`src/rtl/prga_if.sv`:
```
// prga_if: start handshake plus the S, CT and PT memory ports of the ARC4 PRGA engine.
interface prga_if;
    logic       en;
    logic       rdy;
    logic [7:0] s_addr;
    logic [7:0] s_rddata;
    logic [7:0] s_wrdata;
    logic       s_wren;
    logic [7:0] ct_addr;
    logic [7:0] ct_rddata;
    logic [7:0] pt_addr;
    logic [7:0] pt_wrdata;
    logic       pt_wren;

    // Engine side: accepts en, drives the memory ports.
    modport slave (
        input  en, s_rddata, ct_rddata,
        output rdy, s_addr, s_wrdata, s_wren, ct_addr, pt_addr, pt_wrdata, pt_wren
    );

    // Caller/memory side.
    modport master (
        output en, s_rddata, ct_rddata,
        input  rdy, s_addr, s_wrdata, s_wren, ct_addr, pt_addr, pt_wrdata, pt_wren
    );
endinterface

```
`src/rtl/prga.sv`:
```
// prga: ARC4 keystream generator; decrypts length-prefixed CT into PT, swapping S in place.
// All outputs except pt_wrdata are registered; each is loaded on the transition into
// the state that presents it, so it is valid for exactly that state.
module prga (
    input logic   clk,
    input logic   rst_n,
    prga_if.slave bus
);

    typedef enum logic [3:0] {
        StIdle, StRdLen, StWrLen, StRdSi, StCapSi, StRdSj,
        StCapSj, StWrSi, StWrSj, StRdPad, StWrPt
    } state_t;

    state_t     state_q;
    logic [7:0] i_q, j_q, k_q, len_q, si_q, sj_q;
    logic       rdy_q, s_wren_q, pt_wren_q;
    logic [7:0] s_addr_q, s_wrdata_q, ct_addr_q, pt_addr_q;
    logic [7:0] pt_wrdata_c;

    // Sequencer: state, byte registers and registered outputs for the next state.
    always_ff @(posedge clk or negedge rst_n) begin
        if (!rst_n) begin
            state_q    <= StIdle;
            i_q        <= 8'd0;
            j_q        <= 8'd0;
            k_q        <= 8'd0;
            len_q      <= 8'd0;
            si_q       <= 8'd0;
            sj_q       <= 8'd0;
            rdy_q      <= 1'b1;
            s_addr_q   <= 8'd0;
            s_wrdata_q <= 8'd0;
            s_wren_q   <= 1'b0;
            ct_addr_q  <= 8'd0;
            pt_addr_q  <= 8'd0;
            pt_wren_q  <= 1'b0;
        end else begin
            rdy_q      <= 1'b0;
            s_addr_q   <= 8'd0;
            s_wrdata_q <= 8'd0;
            s_wren_q   <= 1'b0;
            ct_addr_q  <= 8'd0;
            pt_addr_q  <= 8'd0;
            pt_wren_q  <= 1'b0;
            case (state_q)
                StIdle: begin
                    if (bus.en) begin
                        i_q     <= 8'd0;
                        j_q     <= 8'd0;
                        k_q     <= 8'd1;
                        state_q <= StRdLen;    // ct_addr stays 0 for the length read
                    end else begin
                        rdy_q   <= 1'b1;
                    end
                end
                StRdLen: begin
                    pt_wren_q <= 1'b1;         // pt[0] <= length, pt_addr 0
                    state_q   <= StWrLen;
                end
                StWrLen: begin
                    len_q <= bus.ct_rddata;
                    if (bus.ct_rddata == 8'd0) begin
                        rdy_q   <= 1'b1;
                        state_q <= StIdle;
                    end else begin
                        i_q      <= 8'd1;
                        s_addr_q <= 8'd1;
                        state_q  <= StRdSi;
                    end
                end
                StRdSi: state_q <= StCapSi;
                StCapSi: begin
                    si_q     <= bus.s_rddata;
                    j_q      <= j_q + bus.s_rddata;
                    s_addr_q <= j_q + bus.s_rddata;
                    state_q  <= StRdSj;
                end
                StRdSj: state_q <= StCapSj;
                StCapSj: begin
                    sj_q       <= bus.s_rddata;
                    s_addr_q   <= i_q;
                    s_wrdata_q <= bus.s_rddata;
                    s_wren_q   <= 1'b1;
                    state_q    <= StWrSi;
                end
                StWrSi: begin
                    s_addr_q   <= j_q;
                    s_wrdata_q <= si_q;
                    s_wren_q   <= 1'b1;
                    state_q    <= StWrSj;
                end
                StWrSj: begin
                    s_addr_q  <= si_q + sj_q;
                    ct_addr_q <= k_q;
                    state_q   <= StRdPad;
                end
                StRdPad: begin
                    pt_addr_q <= k_q;
                    pt_wren_q <= 1'b1;
                    state_q   <= StWrPt;
                end
                StWrPt: begin
                    if (k_q == len_q) begin
                        rdy_q   <= 1'b1;
                        state_q <= StIdle;
                    end else begin
                        k_q      <= k_q + 8'd1;
                        i_q      <= i_q + 8'd1;
                        s_addr_q <= i_q + 8'd1;
                        state_q  <= StRdSi;
                    end
                end
                default: begin
                    rdy_q   <= 1'b1;
                    state_q <= StIdle;
                end
            endcase
        end
    end

    // PT write data comes straight from the memory read ports in the two write states.
    always_comb begin
        pt_wrdata_c = 8'd0;
        case (state_q)
            StWrLen: pt_wrdata_c = bus.ct_rddata;
            StWrPt:  pt_wrdata_c = bus.s_rddata ^ bus.ct_rddata;
            default: pt_wrdata_c = 8'd0;
        endcase
    end

    assign bus.rdy       = rdy_q;
    assign bus.s_addr    = s_addr_q;
    assign bus.s_wrdata  = s_wrdata_q;
    assign bus.s_wren    = s_wren_q;
    assign bus.ct_addr   = ct_addr_q;
    assign bus.pt_addr   = pt_addr_q;
    assign bus.pt_wrdata = pt_wrdata_c;
    assign bus.pt_wren   = pt_wren_q;

endmodule

```
`src/flat_wrapper.sv`:
```
// flat-port wrapper written by rule: the top's interface ports become plain ports
module prga_flat 
  (clk, rst_n, bus_en, bus_s_rddata, bus_ct_rddata, bus_rdy, bus_s_addr, bus_s_wrdata, bus_s_wren, bus_ct_addr, bus_pt_addr, bus_pt_wrdata, bus_pt_wren);
  prga_if bus_i ();
  input logic clk;
  input logic rst_n;
  input wire logic [$bits(bus_i.en)-1:0] bus_en;
  input wire logic [$bits(bus_i.s_rddata)-1:0] bus_s_rddata;
  input wire logic [$bits(bus_i.ct_rddata)-1:0] bus_ct_rddata;
  output wire logic [$bits(bus_i.rdy)-1:0] bus_rdy;
  output wire logic [$bits(bus_i.s_addr)-1:0] bus_s_addr;
  output wire logic [$bits(bus_i.s_wrdata)-1:0] bus_s_wrdata;
  output wire logic [$bits(bus_i.s_wren)-1:0] bus_s_wren;
  output wire logic [$bits(bus_i.ct_addr)-1:0] bus_ct_addr;
  output wire logic [$bits(bus_i.pt_addr)-1:0] bus_pt_addr;
  output wire logic [$bits(bus_i.pt_wrdata)-1:0] bus_pt_wrdata;
  output wire logic [$bits(bus_i.pt_wren)-1:0] bus_pt_wren;
  assign bus_i.en = bus_en;
  assign bus_i.s_rddata = bus_s_rddata;
  assign bus_i.ct_rddata = bus_ct_rddata;
  assign bus_rdy = bus_i.rdy;
  assign bus_s_addr = bus_i.s_addr;
  assign bus_s_wrdata = bus_i.s_wrdata;
  assign bus_s_wren = bus_i.s_wren;
  assign bus_ct_addr = bus_i.ct_addr;
  assign bus_pt_addr = bus_i.pt_addr;
  assign bus_pt_wrdata = bus_i.pt_wrdata;
  assign bus_pt_wren = bus_i.pt_wren;
  prga u_core (.clk(clk), .rst_n(rst_n), .bus(bus_i));
endmodule
```
`config.mk`:
```
export PLATFORM = sky130hd
export DESIGN_NAME = prga_flat
export DESIGN_NICKNAME = d
export VERILOG_FILES = /design/src/rtl/prga_if.sv /design/src/rtl/prga.sv /design/src/flat_wrapper.sv
export SDC_FILE = /design/constraint.sdc
export NUM_CORES = 1
export LEC_CHECK = 0
export ABC_AREA = 1
export BUFFER_PORTS_ARGS = -buffer_cell sky130_fd_sc_hd__buf_2
export CORE_UTILIZATION = 45
export DETAILED_ROUTE_END_ITERATION = 10
export GPL_ROUTABILITY_DRIVEN = 1
export PLACE_DENSITY = 0.67
export SLEW_MARGIN = 15
export SYNTH_ARGS = -nofsm -noshare
export SYNTH_HDL_FRONTEND = slang
export SYNTH_SLANG_ARGS = --single-unit
```
`constraint.sdc`:
```
create_clock -name clk -period 1.6 [get_ports clk]
set_input_delay 0 -clock clk [delete_from_list [all_inputs] [get_ports clk]]
set_output_delay 0 -clock clk [all_outputs]
set_load 0.05 [all_outputs]
```
==> results.py, run 1 <==
metrics = {
    "worst_setup_path": {
        "reg2regPathDepth": 8,
        "critPathKind": "flop to output pin",
        "cp.required_ps": 1600,
        "start_kind": "flop",
        "startpoint": "u_core.state_q[3]",
        "timing.rr.start": "u_core.j_q[0]",
        "cp-end-kind": "output pin",
        "path_max_fanout": 18,
        "crit_arrival_ps": 1660,
        "crit_path_cell_trace": "inv_2 -> nor2_4 -> inv_2 -> nor2_8 -> inv_6 -> o21ai_2 -> buf_6",
        "cp.depth": 7,
        "critPathMaxStageDelay_ps": 410,
        "setup.worst_path.end": "bus_pt_wrdata[2]",
        "cp_top_family": "buffers and inverters",
        "cp_num_buf_inv": 4,
        "worst_path_most_repeated_cell": "inv_2",
        "regToRegSetupSlack_ps": 0,
        "reg2reg_to": "u_core.bus.s_addr[4]",
        "cpMaxStageDelayCell": "dfrtp_1",
    },
    "clock_network": {
        "cts.clk_slew.worst_paths_ps": 90,
        "cts-buffers-inserted": 9,
        "clk_latency_ps": 350,
        "numClockSinks": 87,
        "cts_root_buf": "clkbuf_8",
        "htree_levels": 3,
        "cts_tree": "yes",
        "clock_path_buffers": 2,
    },
    "final_layout": {
        "mostFrequentLayoutCells": "197 x nand2_1, 84 x dfrtp_1, 68 x inv_1",
        "fillers": 850,
        "finalNonFillerCells": 864,
        "design_area_mm2": 0.00628,
        "final_common_cell": "nand2_1",
        "layout.nets": 763,
        "area_growth_pct": 34.4,
        "num_antenna_cells": 0,
        "ff_latch_area_mm2": 0.00218,
        "multi_input_area_mm2": 0.00238,
        "layout-drive-gt1-share_pct": 26.5,
    },
    "place": {
        "dp_hpwl_um": 9410,
        "dp_cells": 813,
        "dpl_worst_slack_ps": -84.8,
        "dpl-instance-area_mm2": 0.00538,
        "place_congestion": 0.898,
        "port_buffers": 61,
    },
    "run_status": {
        "violations": "negative setup slack",
        "outcome": "finished, violations left",
    },
    "timing": {
        "max_freq_ghz": 0.603,
        "finClkSkew_ps": 9.07,
        "rsz0062_at_grt": "true",
        "worstMarginPinSlew_ps": 497,
        "finalWorstSetupSlack_ps": -57.6,
        "max_slew_margin_pct": 66.9,
        "drv_slew": 0,
        "setup_viol": 8,
        "finalHoldViolCount": 0,
        "post-route-min-period_ps": 1660,
        "fin_crit_sh_pct": 104,
    },
    "routing": {
        "drc": 0,
        "drt-total-wl_um": 13200,
        "viasPerCell": 5.20,
        "wl_per_cell_um": 15.3,
        "drt-initial-drc-count": 285,
        "drt-pass1-iter-count": 5,
        "dr_total_vias": 4493,
        "detail-route-antenna-nets": 0,
    },
    "die": {
        "die_h_um": 104,
        "core_mm2": 0.00991,
        "die_x_um": 104,
        "boundaryPins": 62,
        "dieArea_mm2": 0.0108,
        "initial_core_util_pct": 47.2,
        "rows": 36,
    },
    "global_routing": {
        "grt_pass1_vias": 4354,
        "grt_max_degree": 39,
        "antenna_found_initial": 0,
        "grt_remaining_overflow": 0,
        "grtUsageTotal_pct": 25.3,
        "grt_pass1_wl_um": 21600,
    },
    "synthesis": {
        "synth-edff-count": 0,
        "syn_avg_cell_area_um2": 7.83,
        "syn-cell-area_mm2": 0.00467,
        "ys_ff_latch": 87,
        "ys.flop_type": "dfrtp_1",
        "async_reset_ff_share_pct": 100,
        "synthCells": 597,
        "ys_types": 35,
        "yosysSeqAreaShare_pct": 46.6,
        "syn_nets": 634,
        "synth_warnings": 0,
    },
    "power": {
        "pwr_density_cell_mw_per_mm2": 1840,
        "leakage_uw": 0.00336,
        "ir_drop_uv": 1110,
    },
    "worst_hold_path": {
        "hold_class": "input port to async pin",
    },
    "job": {
        "drv_cap": 0,
    },
}
==> cells in the mapped netlist, types with 2 or more instances <==
cell type | instances | area, µm²
a21oi_1 | 12 | 60.1
buf_2 | 5 | 25.0
clkbuf_1 | 4 | 15.0
dfrtp_1 | 86 | 2150
fa_1 | 2 | 40.0
ha_1 | 16 | 200
inv_1 | 73 | 274
inv_2 | 7 | 26.3
nand2_1 | 201 | 754
nand3_1 | 48 | 240
nand3_4 | 2 | 35.0
nand4_1 | 19 | 119
nor2_1 | 40 | 150
nor2_2 | 7 | 43.8
nor2_4 | 2 | 22.5
nor3_1 | 2 | 10.0
o2111ai_1 | 2 | 17.5
o21ai_0 | 33 | 165
o22ai_1 | 5 | 31.3
xnor2_1 | 12 | 105
xor2_1 | 5 | 43.8
==> power by group <==
group          total (µW)  internal (µW)  switching [µW]
Combinational        6170           2350            3820
Clock                2080           1280             796
Sequential           3330           2850             483
==> layout make-up <==
cell class              instances  share of cell area [%]
flip-flops and latches         87                    34.7
multi-input cells             418                    37.9
well taps                     133                    2.65
inverters                      81                    4.98
repair buffers                129                    15.3
clock inverters                 5                    2.03
clock buffers                  11                    2.41
==> layer usage <==
metal  vias up  share of wire, %  routed length, µm  track usage, %
li1       2164                 -                  -               -
met1      2147                41               5370            30.8
met2       143                52               6870            45.7
met3        39               4.2                559            3.63
met4         0               3.0                397            8.78
met5         -                 0                  0               0
==> repair_timing <==
action / CTS / global route
hold endpoints to repair: 69 / 0
buffers inserted: 7 / 9
resized for setup: 25 / 52
hold buffers: 18 / 0
cloned: 0 / 1
endpoints found under the setup margin: 12 / 54
pin swaps: 3 / 17
==> metrics by stage <==
stage                     hold slack (ps)  power (µW)  TNS, ps  utilization (%)
final                                 142       11600     -268             63.4
after global routing                  191       12400    -1150             63.4
after CTS                             156       10800     -350             60.1
after detailed placement            0.128        8460     -121             54.3
after global placement              -3.45        8360    -73.4             54.3
after floorplan                      -296        6850     -939                -
==> worst min path at each step <==
stage | start | end | slack, ps
2_1_floorplan | rst_n | u_core.bus.ct_addr[0] | -300
3_3_place_gp | rst_n | u_core.bus.ct_addr[5] | -3
3_5_place_dp | rst_n | u_core.bus.ct_addr[5] | 0.1
4_1_cts | rst_n | u_core.bus.ct_addr[5] | 160
5_1_grt | rst_n | u_core.bus.ct_addr[5] | 190
6_report | rst_n | u_core.bus.ct_addr[5] | 140
==> cell families after synthesis <==
group | after synthesis | share of synthesized area [%]
buffers and inverters | 93 | 7.92
XOR/XNOR | 17 | 3.19
AO/OA/AOI/OAI | 55 | 6.42
flip-flops | 87 | 46.6
AND/OR/NAND/NOR | 327 | 30.7
adder cells (fa/ha/maj) | 18 | 5.14
(Power assumes the default switching activity.)
==> run 2, diff against run 1 <==
--- a/config.mk
+++ b/config.mk
@@ -10,7 +10,7 @@
 export CORE_UTILIZATION = 45
 export DETAILED_ROUTE_END_ITERATION = 10
 export GPL_ROUTABILITY_DRIVEN = 1
-export PLACE_DENSITY = 0.67
+export PLACE_DENSITY = 0.68
 export SLEW_MARGIN = 15
 export SYNTH_ARGS = -nofsm -noshare
 export SYNTH_HDL_FRONTEND = slang
==> run 2 against run 1 <==
Compared with the run above:
- the flow still finishes with violations (negative setup slack)
- clock-buffer cell count fell by 1
- routed wire length fell by 0.20%
- worst hold slack got worse by 50 ps
- die area did not move
- core utilization rose by 0.42 points
- setup slack got worse by 35 ps
- flip-flop and latch count did not move
- via count fell by 2.1%
- design area rose by 0.66%
- clock power fell by 11%
==> results.py, run 2 (synthesized netlist as in run 1, its figures left out) <==
metrics = {
    "power": {
        "swShare_pct": 45.4,
        "pwr-share-seq_pct": 29.2,
        "power.internal_uw": 6300,
        "power_frac_comb_pct": 54.7,
        "leakage_uw": 0.00336,
        "p_total_uw": 11500,
        "power_frac_clock_pct": 16.1,
        "pwr_density_cell_mw_per_mm2": 1820,
        "p_sw_uw": 5230,
        "ir_drop_uv": 921,
    },
    "place": {
        "port_buffers": 61,
        "place_congestion": 0.935,
        "dp_hpwl_um": 9390,
        "dpl-instance-area_mm2": 0.00538,
    },
    "timing": {
        "setup_viol": 8,
        "fin_crit_sh_pct": 106,
        "drv_slew": 0,
        "max_slew_margin_pct": 64.4,
        "finClkSkew_ps": 16.3,
        "fin_setup_tns_ps": -601,
        "max_freq_ghz": 0.591,
        "post-route-min-period_ps": 1690,
        "finalHoldViolCount": 0,
        "worstMarginPinSlew_ps": 533,
        "hold_slack_ps": 92.7,
        "rsz0062_at_grt": "true",
        "finalWorstSetupSlack_ps": -92.5,
    },
    "routing": {
        "wl_per_cell_um": 15.4,
        "viasPerCell": 5.14,
        "drt-total-wl_um": 13200,
        "detail-route-antenna-nets": 0,
        "drt-initial-drc-count": 194,
        "drt-pass1-iter-count": 4,
        "drc": 0,
        "dr_total_vias": 4400,
    },
    "worst_setup_path": {
        "reg2reg_to": "u_core.bus.s_addr[4]",
        "crit_arrival_ps": 1690,
        "reg2regPathDepth": 7,
        "cp_num_buf_inv": 4,
        "cp-end-kind": "output pin",
        "regToRegSetupSlack_ps": 10,
        "crit_path_cell_trace": "nor2_4 -> inv_4 -> buf_12 -> nor2_8 -> inv_8 -> o21ai_4 -> buf_6",
        "timing.rr.start": "u_core.j_q[0]",
        "path_max_fanout": 18,
        "cpMaxStageDelayCell": "dfrtp_2",
        "start_kind": "flop",
        "cp_top_family": "buffers and inverters",
        "cp.required_ps": 1600,
        "critPathKind": "flop to output pin",
        "critPathMaxStageDelay_ps": 440,
    },
    "die": {
        "core_mm2": 0.00991,
        "die_h_um": 104,
        "dieArea_mm2": 0.0108,
        "die_x_um": 104,
        "initial_core_util_pct": 47.2,
        "rows": 36,
        "boundaryPins": 62,
    },
    "global_routing": {
        "grt_max_degree": 32,
        "grt_pass1_vias": 4318,
        "grtUsageTotal_pct": 24.8,
        "grt_pass1_wl_um": 21000,
        "antenna_found_initial": 0,
        "grt_remaining_overflow": 0,
    },
    "final_layout": {
        "layout-drive-gt1-share_pct": 27.7,
        "layout.nets": 756,
        "ff_latch_area_mm2": 0.00218,
        "fin_util_pct": 63.8,
        "mostFrequentLayoutCells": "185 x nand2_1, 84 x dfrtp_1, 69 x inv_1",
        "final_common_cell": "nand2_1",
        "area_growth_pct": 35.3,
        "design_area_mm2": 0.00633,
        "multi_input_area_mm2": 0.00248,
        "num_antenna_cells": 0,
        "fillers": 807,
    },
    "run_status": {
        "violations": "negative setup slack",
        "outcome": "finished, violations left",
    },
    "clock_network": {
        "htree_levels": 3,
        "cts-buffers-inserted": 9,
        "clock_path_buffers": 2,
        "cts_tree": "yes",
        "clk_latency_ps": 380,
        "cts.clk_slew.worst_paths_ps": 90,
        "cts_root_buf": "clkbuf_8",
        "numClockSinks": 87,
    },
    "job": {
        "drv_cap": 0,
    },
    "worst_hold_path": {
        "hold_class": "input port to async pin",
    },
}
## run 2: repair_timing
item                                    CTS  global route
gates resized for setup                  43            58
buffers inserted                          7             3
endpoints found under the hold margin   120             0
gates cloned                              0             2
endpoints found under the setup margin   12            53
hold buffers                             18             0
pin swaps                                 2            13
## run 2: area by class of cell
type	count	area share, %
Tap cell	133	2.63
Timing Repair Buffer	122	15.0
Multi-Input combinational cell	418	39.2
Inverter	81	5.00
Clock inverter	5	1.68
Clock buffer	10	2.02
Sequential cell	87	34.5
## run 2: power groups by stage
stage          combinational, µW  clock [µW]  sequential (µW)
2_1_floorplan               3010           0             3850
3_3_place_gp                5030           0             3280
3_5_place_dp                5130           0             3310
4_1_cts                     5570        1870             3280
5_1_grt                     6940        1950             3430
6_report                    6310        1860             3360
## run 2: worst max-delay path by stage
stage                     depth (start not counted)               from                    to
after global placement                            6     u_core.sj_q[0]  u_core.bus.s_addr[4]
after floorplan                                   6  u_core.state_q[2]      bus_pt_wrdata[0]
final                                             7  u_core.state_q[0]      bus_pt_wrdata[2]
after global routing                              8  u_core.state_q[1]      bus_pt_wrdata[2]
after detailed placement                          6     u_core.sj_q[0]  u_core.bus.s_addr[4]
after CTS                                         7  u_core.state_q[2]      bus_pt_wrdata[4]
## run 2: metal layers
metal	vias up	wire length (µm)	share of wire, %	track usage [%]
met3	40	712	5.4	2.76
met4	0	492	3.7	12.6
li1	2139	-	-	-
met1	2085	5220	40	30.7
met5	-	0	0	0
met2	136	6750	51	42.7
## run 2: through the flow
| step | instances | setup WS, ps |
|---|---|---|
| CTS | 851 | -34.0 |
| global route | 856 | -126 |
| detailed placement | 811 | -114 |
| global placement | 811 | -53.3 |
| finish | 856 | -92.5 |
| floorplan | 597 | -117 |
